**config.mk**
```make
export PLATFORM = sky130hd
export DESIGN_NAME = mem_access_unit_flat
export DESIGN_NICKNAME = d
export VERILOG_FILES = /design/src/rtl/mem_access_unit_pkg.sv /design/src/rtl/mem_access_unit_if.sv /design/src/rtl/mem_access_unit_byte_lane_align.sv /design/src/rtl/mem_access_unit.sv /design/src/flat_wrapper.sv
export SDC_FILE = /design/constraint.sdc
export NUM_CORES = 1
export LEC_CHECK = 0
export CORE_MARGIN = 5
export CORE_UTILIZATION = 35
export CTS_CLUSTER_DIAMETER = 120
export DETAILED_ROUTE_END_ITERATION = 6
export PLACE_DENSITY = 0.66
export SYNTH_ARGS = -nofsm -noshare
export SYNTH_HDL_FRONTEND = slang
export SYNTH_HIERARCHICAL = 1
export SYNTH_SLANG_ARGS = --single-unit
```
**constraint.sdc**
```tcl
create_clock -name i_clk -period 6.95 [get_ports i_clk]
set_clock_uncertainty 0.2 [all_clocks]
set_input_delay 2.085 -clock i_clk [delete_from_list [all_inputs] [get_ports i_clk]]
set_output_delay 2.085 -clock i_clk [all_outputs]
set_load 0.05 [all_outputs]
```
**src/rtl/mem_access_unit_pkg.sv**
```systemverilog
// mem_pkg: shared encodings for the memory-stage load/store unit.
//   - access size codes presented by EX/MEM
//   - trunk (extension) mode codes, shared with the write-back extension stage
//   - FSM state encoding for mem_access_unit
package mem_pkg;

    localparam logic [1:0] SZ_BYTE = 2'd0;
    localparam logic [1:0] SZ_HALF = 2'd1;
    localparam logic [1:0] SZ_WORD = 2'd2;   // 2'd3 is also treated as a word

    localparam logic [2:0] TM_PASS   = 3'd0;
    localparam logic [2:0] TM_BYTE_S = 3'd1;
    localparam logic [2:0] TM_HALF_S = 3'd2;
    localparam logic [2:0] TM_BYTE_U = 3'd3;
    localparam logic [2:0] TM_HALF_U = 3'd4;

    typedef enum logic {
        ST_IDLE = 1'b0,
        ST_BUSY = 1'b1
    } mau_state_e;

    // Natural alignment: bytes never fault, halves need addr[0]=0,
    // words (and the size-3 alias) need addr[1:0]=0.
    function automatic logic addr_aligned(input logic [1:0] size, input logic [1:0] lo);
        case (size)
            SZ_BYTE: addr_aligned = 1'b1;
            SZ_HALF: addr_aligned = ~lo[0];
            default: addr_aligned = (lo == 2'b00);
        endcase
    endfunction

endpackage

```
**src/rtl/mem_access_unit_if.sv**
```systemverilog
// mem_access_unit_if: data-memory port bundle (req/ack handshake).
//   dmem_req/we/addr/be/wdata : request side, driven by the load/store unit
//   dmem_ack/rdata            : completion side, driven by the memory
// Modports: master = load/store unit, slave = memory.
interface mem_access_unit_if;

    logic        dmem_req;
    logic        dmem_we;
    logic [31:0] dmem_addr;
    logic [3:0]  dmem_be;
    logic [31:0] dmem_wdata;
    logic        dmem_ack;
    logic [31:0] dmem_rdata;

    modport master (
        output dmem_req, dmem_we, dmem_addr, dmem_be, dmem_wdata,
        input  dmem_ack, dmem_rdata
    );

    modport slave (
        input  dmem_req, dmem_we, dmem_addr, dmem_be, dmem_wdata,
        output dmem_ack, dmem_rdata
    );

endinterface

```
**src/rtl/mem_access_unit_byte_lane_align.sv**
```systemverilog
// byte_lane_align: purely combinational lane steering for the load/store unit.
//   i_size, i_addr_lo, i_unsigned : access shape (size code, addr[1:0], LBU/LHU)
//   i_wdata                       : store value in the low bits
//   i_rdata                       : word returned by memory
//   o_be, o_wdata                 : byte enables and lane-replicated store data
//   o_load_data, o_trunk_mode     : right-aligned load value and extension mode
module byte_lane_align
    import mem_pkg::*;
(
    input  logic [1:0]  i_size,
    input  logic [1:0]  i_addr_lo,
    input  logic        i_unsigned,
    input  logic [31:0] i_wdata,
    input  logic [31:0] i_rdata,
    output logic [3:0]  o_be,
    output logic [31:0] o_wdata,
    output logic [31:0] o_load_data,
    output logic [2:0]  o_trunk_mode
);

    logic [31:0] w_shifted;

    always_comb begin
        o_be         = 4'b1111;
        o_wdata      = i_wdata;
        w_shifted    = i_rdata;
        o_load_data  = i_rdata;
        o_trunk_mode = TM_PASS;
        case (i_size)
            SZ_BYTE: begin
                o_be         = 4'b0001 << i_addr_lo;
                o_wdata      = {4{i_wdata[7:0]}};
                w_shifted    = i_rdata >> {i_addr_lo, 3'b000};
                // Bits above the access width are cleared; sign/zero
                // extension happens downstream from o_trunk_mode.
                o_load_data  = {24'd0, w_shifted[7:0]};
                o_trunk_mode = i_unsigned ? TM_BYTE_U : TM_BYTE_S;
            end
            SZ_HALF: begin
                o_be         = i_addr_lo[1] ? 4'b1100 : 4'b0011;
                o_wdata      = {2{i_wdata[15:0]}};
                w_shifted    = i_rdata >> {i_addr_lo[1], 4'b0000};
                o_load_data  = {16'd0, w_shifted[15:0]};
                o_trunk_mode = i_unsigned ? TM_HALF_U : TM_HALF_S;
            end
            default: ;   // word: full enables, data passes straight through
        endcase
    end

endmodule

```
**src/rtl/mem_access_unit.sv**
```systemverilog
// mem_access_unit: memory-stage load/store unit.
//   i_clk, i_rst_n           : clock, async active-low reset
//   i_ex_*                   : EX/MEM access (valid, read, write, size, unsigned, addr, wdata)
//   o_stall                  : hold EX/MEM and upstream while an access is outstanding
//   dmem                     : data-memory req/ack port (master side)
//   o_wb_valid               : one-cycle pulse when a load result is registered
//   o_wb_load_data           : right-aligned load data (held until next load)
//   o_wb_trunk_mode          : extension mode for the write-back stage
//   o_misaligned             : one-cycle pulse on a misaligned access
module mem_access_unit
    import mem_pkg::*;
(
    input  logic               i_clk,
    input  logic               i_rst_n,
    input  logic               i_ex_valid,
    input  logic               i_ex_mem_read,
    input  logic               i_ex_mem_write,
    input  logic [1:0]         i_ex_size,
    input  logic               i_ex_unsigned,
    input  logic [31:0]        i_ex_addr,
    input  logic [31:0]        i_ex_wdata,
    output logic               o_stall,
    mem_access_unit_if.master  dmem,
    output logic               o_wb_valid,
    output logic [31:0]        o_wb_load_data,
    output logic [2:0]         o_wb_trunk_mode,
    output logic               o_misaligned
);

    mau_state_e  r_state;
    logic        r_req;
    logic        r_we;
    logic [31:0] r_addr;
    logic [3:0]  r_be;
    logic [31:0] r_wdata;
    logic [1:0]  r_size;
    logic [1:0]  r_addr_lo;
    logic        r_unsigned;
    logic        r_wb_valid;
    logic [31:0] r_wb_load_data;
    logic [2:0]  r_wb_trunk_mode;
    logic        r_misaligned;

    logic        w_idle;
    logic        w_busy;
    logic        w_access;
    logic        w_aligned;
    logic        w_accept;
    logic        w_misalign;
    logic [1:0]  w_sel_size;
    logic [1:0]  w_sel_addr_lo;
    logic        w_sel_unsigned;
    logic [3:0]  w_be;
    logic [31:0] w_wdata;
    logic [31:0] w_load_data;
    logic [2:0]  w_trunk_mode;

    assign w_idle     = (r_state == ST_IDLE);
    assign w_busy     = (r_state == ST_BUSY);
    assign w_access   = i_ex_valid & (i_ex_mem_read | i_ex_mem_write);
    assign w_aligned  = addr_aligned(i_ex_size, i_ex_addr[1:0]);
    assign w_accept   = w_idle & w_access & w_aligned;
    assign w_misalign = w_idle & w_access & ~w_aligned;

    // Upstream may advance in the ack cycle, so stall drops as ack arrives.
    assign o_stall = w_accept | (w_busy & ~dmem.dmem_ack);

    // One steering instance serves both directions: store lanes are only
    // needed in IDLE (from EX/MEM), load alignment only in BUSY (latched).
    assign w_sel_size     = w_busy ? r_size     : i_ex_size;
    assign w_sel_addr_lo  = w_busy ? r_addr_lo  : i_ex_addr[1:0];
    assign w_sel_unsigned = w_busy ? r_unsigned : i_ex_unsigned;

    byte_lane_align u_align (
        .i_size       (w_sel_size),
        .i_addr_lo    (w_sel_addr_lo),
        .i_unsigned   (w_sel_unsigned),
        .i_wdata      (i_ex_wdata),
        .i_rdata      (dmem.dmem_rdata),
        .o_be         (w_be),
        .o_wdata      (w_wdata),
        .o_load_data  (w_load_data),
        .o_trunk_mode (w_trunk_mode)
    );

    always_ff @(posedge i_clk or negedge i_rst_n) begin
        if (!i_rst_n) begin
            r_state         <= ST_IDLE;
            r_req           <= 1'b0;
            r_we            <= 1'b0;
            r_addr          <= 32'd0;
            r_be            <= 4'd0;
            r_wdata         <= 32'd0;
            r_size          <= SZ_BYTE;
            r_addr_lo       <= 2'd0;
            r_unsigned      <= 1'b0;
            r_wb_valid      <= 1'b0;
            r_wb_load_data  <= 32'd0;
            r_wb_trunk_mode <= TM_PASS;
            r_misaligned    <= 1'b0;
        end else begin
            r_misaligned <= w_misalign;
            r_wb_valid   <= 1'b0;
            case (r_state)
                ST_IDLE: begin
                    // Any ack seen here belongs to nothing and is ignored.
                    if (w_accept) begin
                        r_state    <= ST_BUSY;
                        r_req      <= 1'b1;
                        r_we       <= ~i_ex_mem_read;   // read wins if both set
                        r_addr     <= {i_ex_addr[31:2], 2'b00};
                        r_be       <= w_be;
                        r_wdata    <= w_wdata;
                        r_size     <= i_ex_size;
                        r_addr_lo  <= i_ex_addr[1:0];
                        r_unsigned <= i_ex_unsigned;
                    end
                end
                ST_BUSY: begin
                    if (dmem.dmem_ack) begin
                        r_state <= ST_IDLE;
                        r_req   <= 1'b0;
                        if (!r_we) begin
                            r_wb_valid      <= 1'b1;
                            r_wb_load_data  <= w_load_data;
                            r_wb_trunk_mode <= w_trunk_mode;
                        end
                    end
                end
            endcase
        end
    end

    assign dmem.dmem_req   = r_req;
    assign dmem.dmem_we    = r_we;
    assign dmem.dmem_addr  = r_addr;
    assign dmem.dmem_be    = r_be;
    assign dmem.dmem_wdata = r_wdata;

    assign o_wb_valid      = r_wb_valid;
    assign o_wb_load_data  = r_wb_load_data;
    assign o_wb_trunk_mode = r_wb_trunk_mode;
    assign o_misaligned    = r_misaligned;

endmodule

```
**src/flat_wrapper.sv**
```systemverilog
// flat-port wrapper written by rule: the top's interface ports become plain ports
module mem_access_unit_flat import mem_pkg::*;
  (i_clk, i_rst_n, i_ex_valid, i_ex_mem_read, i_ex_mem_write, i_ex_size, i_ex_unsigned, i_ex_addr, i_ex_wdata, o_stall, o_wb_valid, o_wb_load_data, o_wb_trunk_mode, o_misaligned, dmem_dmem_req, dmem_dmem_we, dmem_dmem_addr, dmem_dmem_be, dmem_dmem_wdata, dmem_dmem_ack, dmem_dmem_rdata);
  mem_access_unit_if dmem_i ();
  input  logic i_clk;
  input  logic i_rst_n;
  input  logic i_ex_valid;
  input  logic i_ex_mem_read;
  input  logic i_ex_mem_write;
  input  logic [1:0] i_ex_size;
  input  logic i_ex_unsigned;
  input  logic [31:0] i_ex_addr;
  input  logic [31:0] i_ex_wdata;
  output logic o_stall;
  output logic o_wb_valid;
  output logic [31:0] o_wb_load_data;
  output logic [2:0] o_wb_trunk_mode;
  output logic o_misaligned;
  output wire logic [$bits(dmem_i.dmem_req)-1:0] dmem_dmem_req;
  output wire logic [$bits(dmem_i.dmem_we)-1:0] dmem_dmem_we;
  output wire logic [$bits(dmem_i.dmem_addr)-1:0] dmem_dmem_addr;
  output wire logic [$bits(dmem_i.dmem_be)-1:0] dmem_dmem_be;
  output wire logic [$bits(dmem_i.dmem_wdata)-1:0] dmem_dmem_wdata;
  input wire logic [$bits(dmem_i.dmem_ack)-1:0] dmem_dmem_ack;
  input wire logic [$bits(dmem_i.dmem_rdata)-1:0] dmem_dmem_rdata;
  assign dmem_dmem_req = dmem_i.dmem_req;
  assign dmem_dmem_we = dmem_i.dmem_we;
  assign dmem_dmem_addr = dmem_i.dmem_addr;
  assign dmem_dmem_be = dmem_i.dmem_be;
  assign dmem_dmem_wdata = dmem_i.dmem_wdata;
  assign dmem_i.dmem_ack = dmem_dmem_ack;
  assign dmem_i.dmem_rdata = dmem_dmem_rdata;
  mem_access_unit u_core (.i_clk(i_clk), .i_rst_n(i_rst_n), .i_ex_valid(i_ex_valid), .i_ex_mem_read(i_ex_mem_read), .i_ex_mem_write(i_ex_mem_write), .i_ex_size(i_ex_size), .i_ex_unsigned(i_ex_unsigned), .i_ex_addr(i_ex_addr), .i_ex_wdata(i_ex_wdata), .o_stall(o_stall), .dmem(dmem_i), .o_wb_valid(o_wb_valid), .o_wb_load_data(o_wb_load_data), .o_wb_trunk_mode(o_wb_trunk_mode), .o_misaligned(o_misaligned));
endmodule
```
==> metrics.md <==
| Metric | Value |
|---|---|
| Worst EP arrival | 3.46 ns |
| Ys async rst share | 100% |
| Mean post-synth cell area | between 10 and 15 um2 |
| Post-synth EDFFs | 0 |
| Static Leak | 3.31 nW |
| CP Launch Type | input pin |
| Period utilisation layout | between 80% and 90% |
| Top-area cell type share of the netlist area | 50.6% |
| Iteration-0 DRC Markers | 168 |
| PD cells | around 420 mW/mm2 |
| Worst path cell trace | clkdlybuf4s50_1 -> and2_4 -> nor4_4 -> a21o_1 -> buf_4 |
| Hold Vio Cnt, Final | 0 |
| Post-CTS Repair Setup Buffers | 0 |
| Max_slew headroom | a little over a third |
| Die Span Y | roughly 140 um |
| Cells after DPL | about 800 |
| Crit path buf inv count | 2 |
| Slowest CP cell | clkdlybuf4s50_1 |
| Worst path max stage delay | around 0.52 ns |
| Ys flop type | dfrtp_1 |
| H-Tree Depth | 3 |
| Fin crit period | ~5.7 ns |
| Max-cap violations | 0 |
| Vias per cell | 4.99 |
| CORE AREA | around 0.015 mm2 |
| Slew @ Worst Pin | a little under 1 ns |
| Final #Nets | around 700 |
| Maximum clock frequency | around 170 MHz |
| Root Buffer | clkbuf_16 |
| Most numerous cell in the Yosys netlist | mux2_2 |
| Flop2flop setup slack | 3.95 ns |
| Via count | approximately 4,000 |
| Register area share after synthesis | between 50 and 60% |
| Total Power | between 3 and 4 mW |
| Row cnt | 45 |
| Final setup viols | 0 |
| Max-slew violations | 0 |
| GPL Wtd Cong | ~0.8 |
| Max FO, Critical Path | 7 |
| Post-DRT Antenna Nets | 0 |
| Clk sinks | approximately 110 |
| CTS tree | yes |
| DRT Pass-1 Iters | 4 |
| Synth cell types | 38 |
| Worst slack at placement | roughly 1.2 ns |
| DR WL/cell | around 19 um |
| Worst IR Drop VDD | roughly 0.19 mV |
| Status | finished clean |
| Grt total ovfl | 0 |
| Post-synth top area cell | dfrtp_1 |
| CTS hold repair buffers | 0 |
| Full die area | ~0.018 mm2 |
| Worst min-delay path class | reg2reg |
| Cell family with most CP delay | buffers and inverters |
| Port buffer count | 210 |
| Clock Path Buffers | 2 |
| Worst EP required | 4.66 ns |
| Vias in the first global route | ~4,300 |
| Setup CP Type | in2out |
| Final TNS setup | 0 ns |
| DRC errors left | 0 |
| Chip width | 135 um |
| Clk slew on worst S/H paths | ~0.07 ns |
| Top cells by area, synth | dfrtp_1 51%, mux2_2 24%, a22o_1 2.6% |
| Syn-to-layout area delta | 44.0% |
| Share of cells above drive strength 1 | about a quarter |
| Final WS setup | around 1.2 ns |
| Total wire length | 15.3 mm |
| First-pass GRT wire length | about 24 mm |
| Post-Syn Area | 0.00549 mm2 |
| Latest clock arrival within the worst-skew pair | 0.35 ns |
| Cell types with the highest counts after synthesis | 118 x mux2_2, 111 x dfrtp_1, 17 x and2_1 |
| I/O Pins | roughly 210 |
| Yosys reg bits | around 110 |
| Ant. Diodes | 0 |
| Unrepaired setup endpoints after global routing | no |
| Initial antenna violation count | 0 |
| Hold slack | 0.286 ns |
| CP Capture Type | output port |
| Largest net degree at the start of global routing | 72 |
| Yosys warning count | 6 |
| GRT Overall Usage | roughly 16% |
| Cts bufs inserted | 9 |
| Syn Inst Count | roughly 420 |
| Starting Density | between 30 and 40% |
| HPWL after DPL | about 11 mm |
| Resize count post-CTS | 0 |
| Finished Layout Cells | slightly above 800 |
==> power by group <==
group | switching [mW] | leakage (nW) | internal, mW | total, mW
Sequential | 0.122 | 1.35 | 0.871 | 0.993
Combinational | 1.10 | 1.81 | 0.658 | 1.76
Clock | 0.234 | 0.156 | 0.308 | 0.542
Total | 1.46 | 3.31 | 1.84 | 3.29
==> cells in the final DEF, fill, tap and decap left out, types with 6 or more instances in the layout <==
cell type,count
mux2i_1,13
a22o_1,16
mux2_4,6
mux2_2,118
dfrtp_1,111
and2_1,17
clkdlybuf4s50_1,208
nor2_1,6
clkbuf_16,9
o21ai_0,12
a21o_1,6
nand2_1,14
==> metrics by stage <==
step / utilization (%) / area [um2]
after floorplan: - / 5490
after global placement: 49.6 / 7590
after detailed placement: 49.6 / 7590
after CTS: 51.6 / 7900
after global routing: 51.6 / 7900
final: 51.6 / 7900
==> area by class of cell <==
| cell class | count | area [um2] |
|---|---|---|
| clock buffers | 13 | 270 |
| clock inverters | 3 | 40.0 |
| fillers | 1354 | 7410 |
| inverters | 4 | 15.0 |
| multi-input cells | 263 | 2420 |
| flip-flops and latches | 111 | 2780 |
| well taps | 211 | 264 |
| repair buffers | 213 | 2120 |
==> sequential cells by signal (all words and copies together), names as in the netlist, 2 cells and up <==
signal / count
u_core/dmem.dmem_addr: 30
u_core/dmem.dmem_wdata: 32
u_core/r_size: 2
u_core/dmem.dmem_be: 4
u_core/r_addr_lo: 2
u_core/o_wb_load_data: 32
u_core/o_wb_trunk_mode: 3
==> final timing paths <==
check / depth (start not counted) / from / end
setup / recovery: 5 / i_ex_addr[0] / o_stall
hold / removal: 1 / u_core/dmem.dmem_req / u_core/dmem.dmem_req
setup reg to reg: 4 / u_core/r_state / u_core/dmem.dmem_wdata[12]
hold reg to reg: 1 / u_core/dmem.dmem_req / u_core/dmem.dmem_req
max in group asynchronous: 2 / i_rst_n / u_core/o_wb_load_data[14]
min in group asynchronous: 1 / i_rst_n / u_core/o_wb_load_data[25]
==> metal layers <==
metal / part of all wire [%] / GRT usage (%) / vias to the layer above
met5: 0 / 0 / -
met4: 1.8 / 5.66 / 0
met3: 9.6 / 6.46 / 18
met2: 47 / 25.9 / 167
met1: 42 / 20.5 / 2028
li1: - / - / 1865
==> cells by family (layout without fill, tap and decap cells) <==
family | after synthesis | in the layout | synth area share [%]
buffers and inverters | 43 | 233 | 5.56
muxes | 137 | 137 | 28.2
other | 1 | 2 | 0.0683
AOI/OAI and AO/OA | 57 | 57 | 7.82
DFF | 111 | 111 | 50.6
xor gates and xnor gates | 1 | 1 | 0.160
and+or+nand+nor | 66 | 66 | 7.55
(Power assumes the default switching activity.)
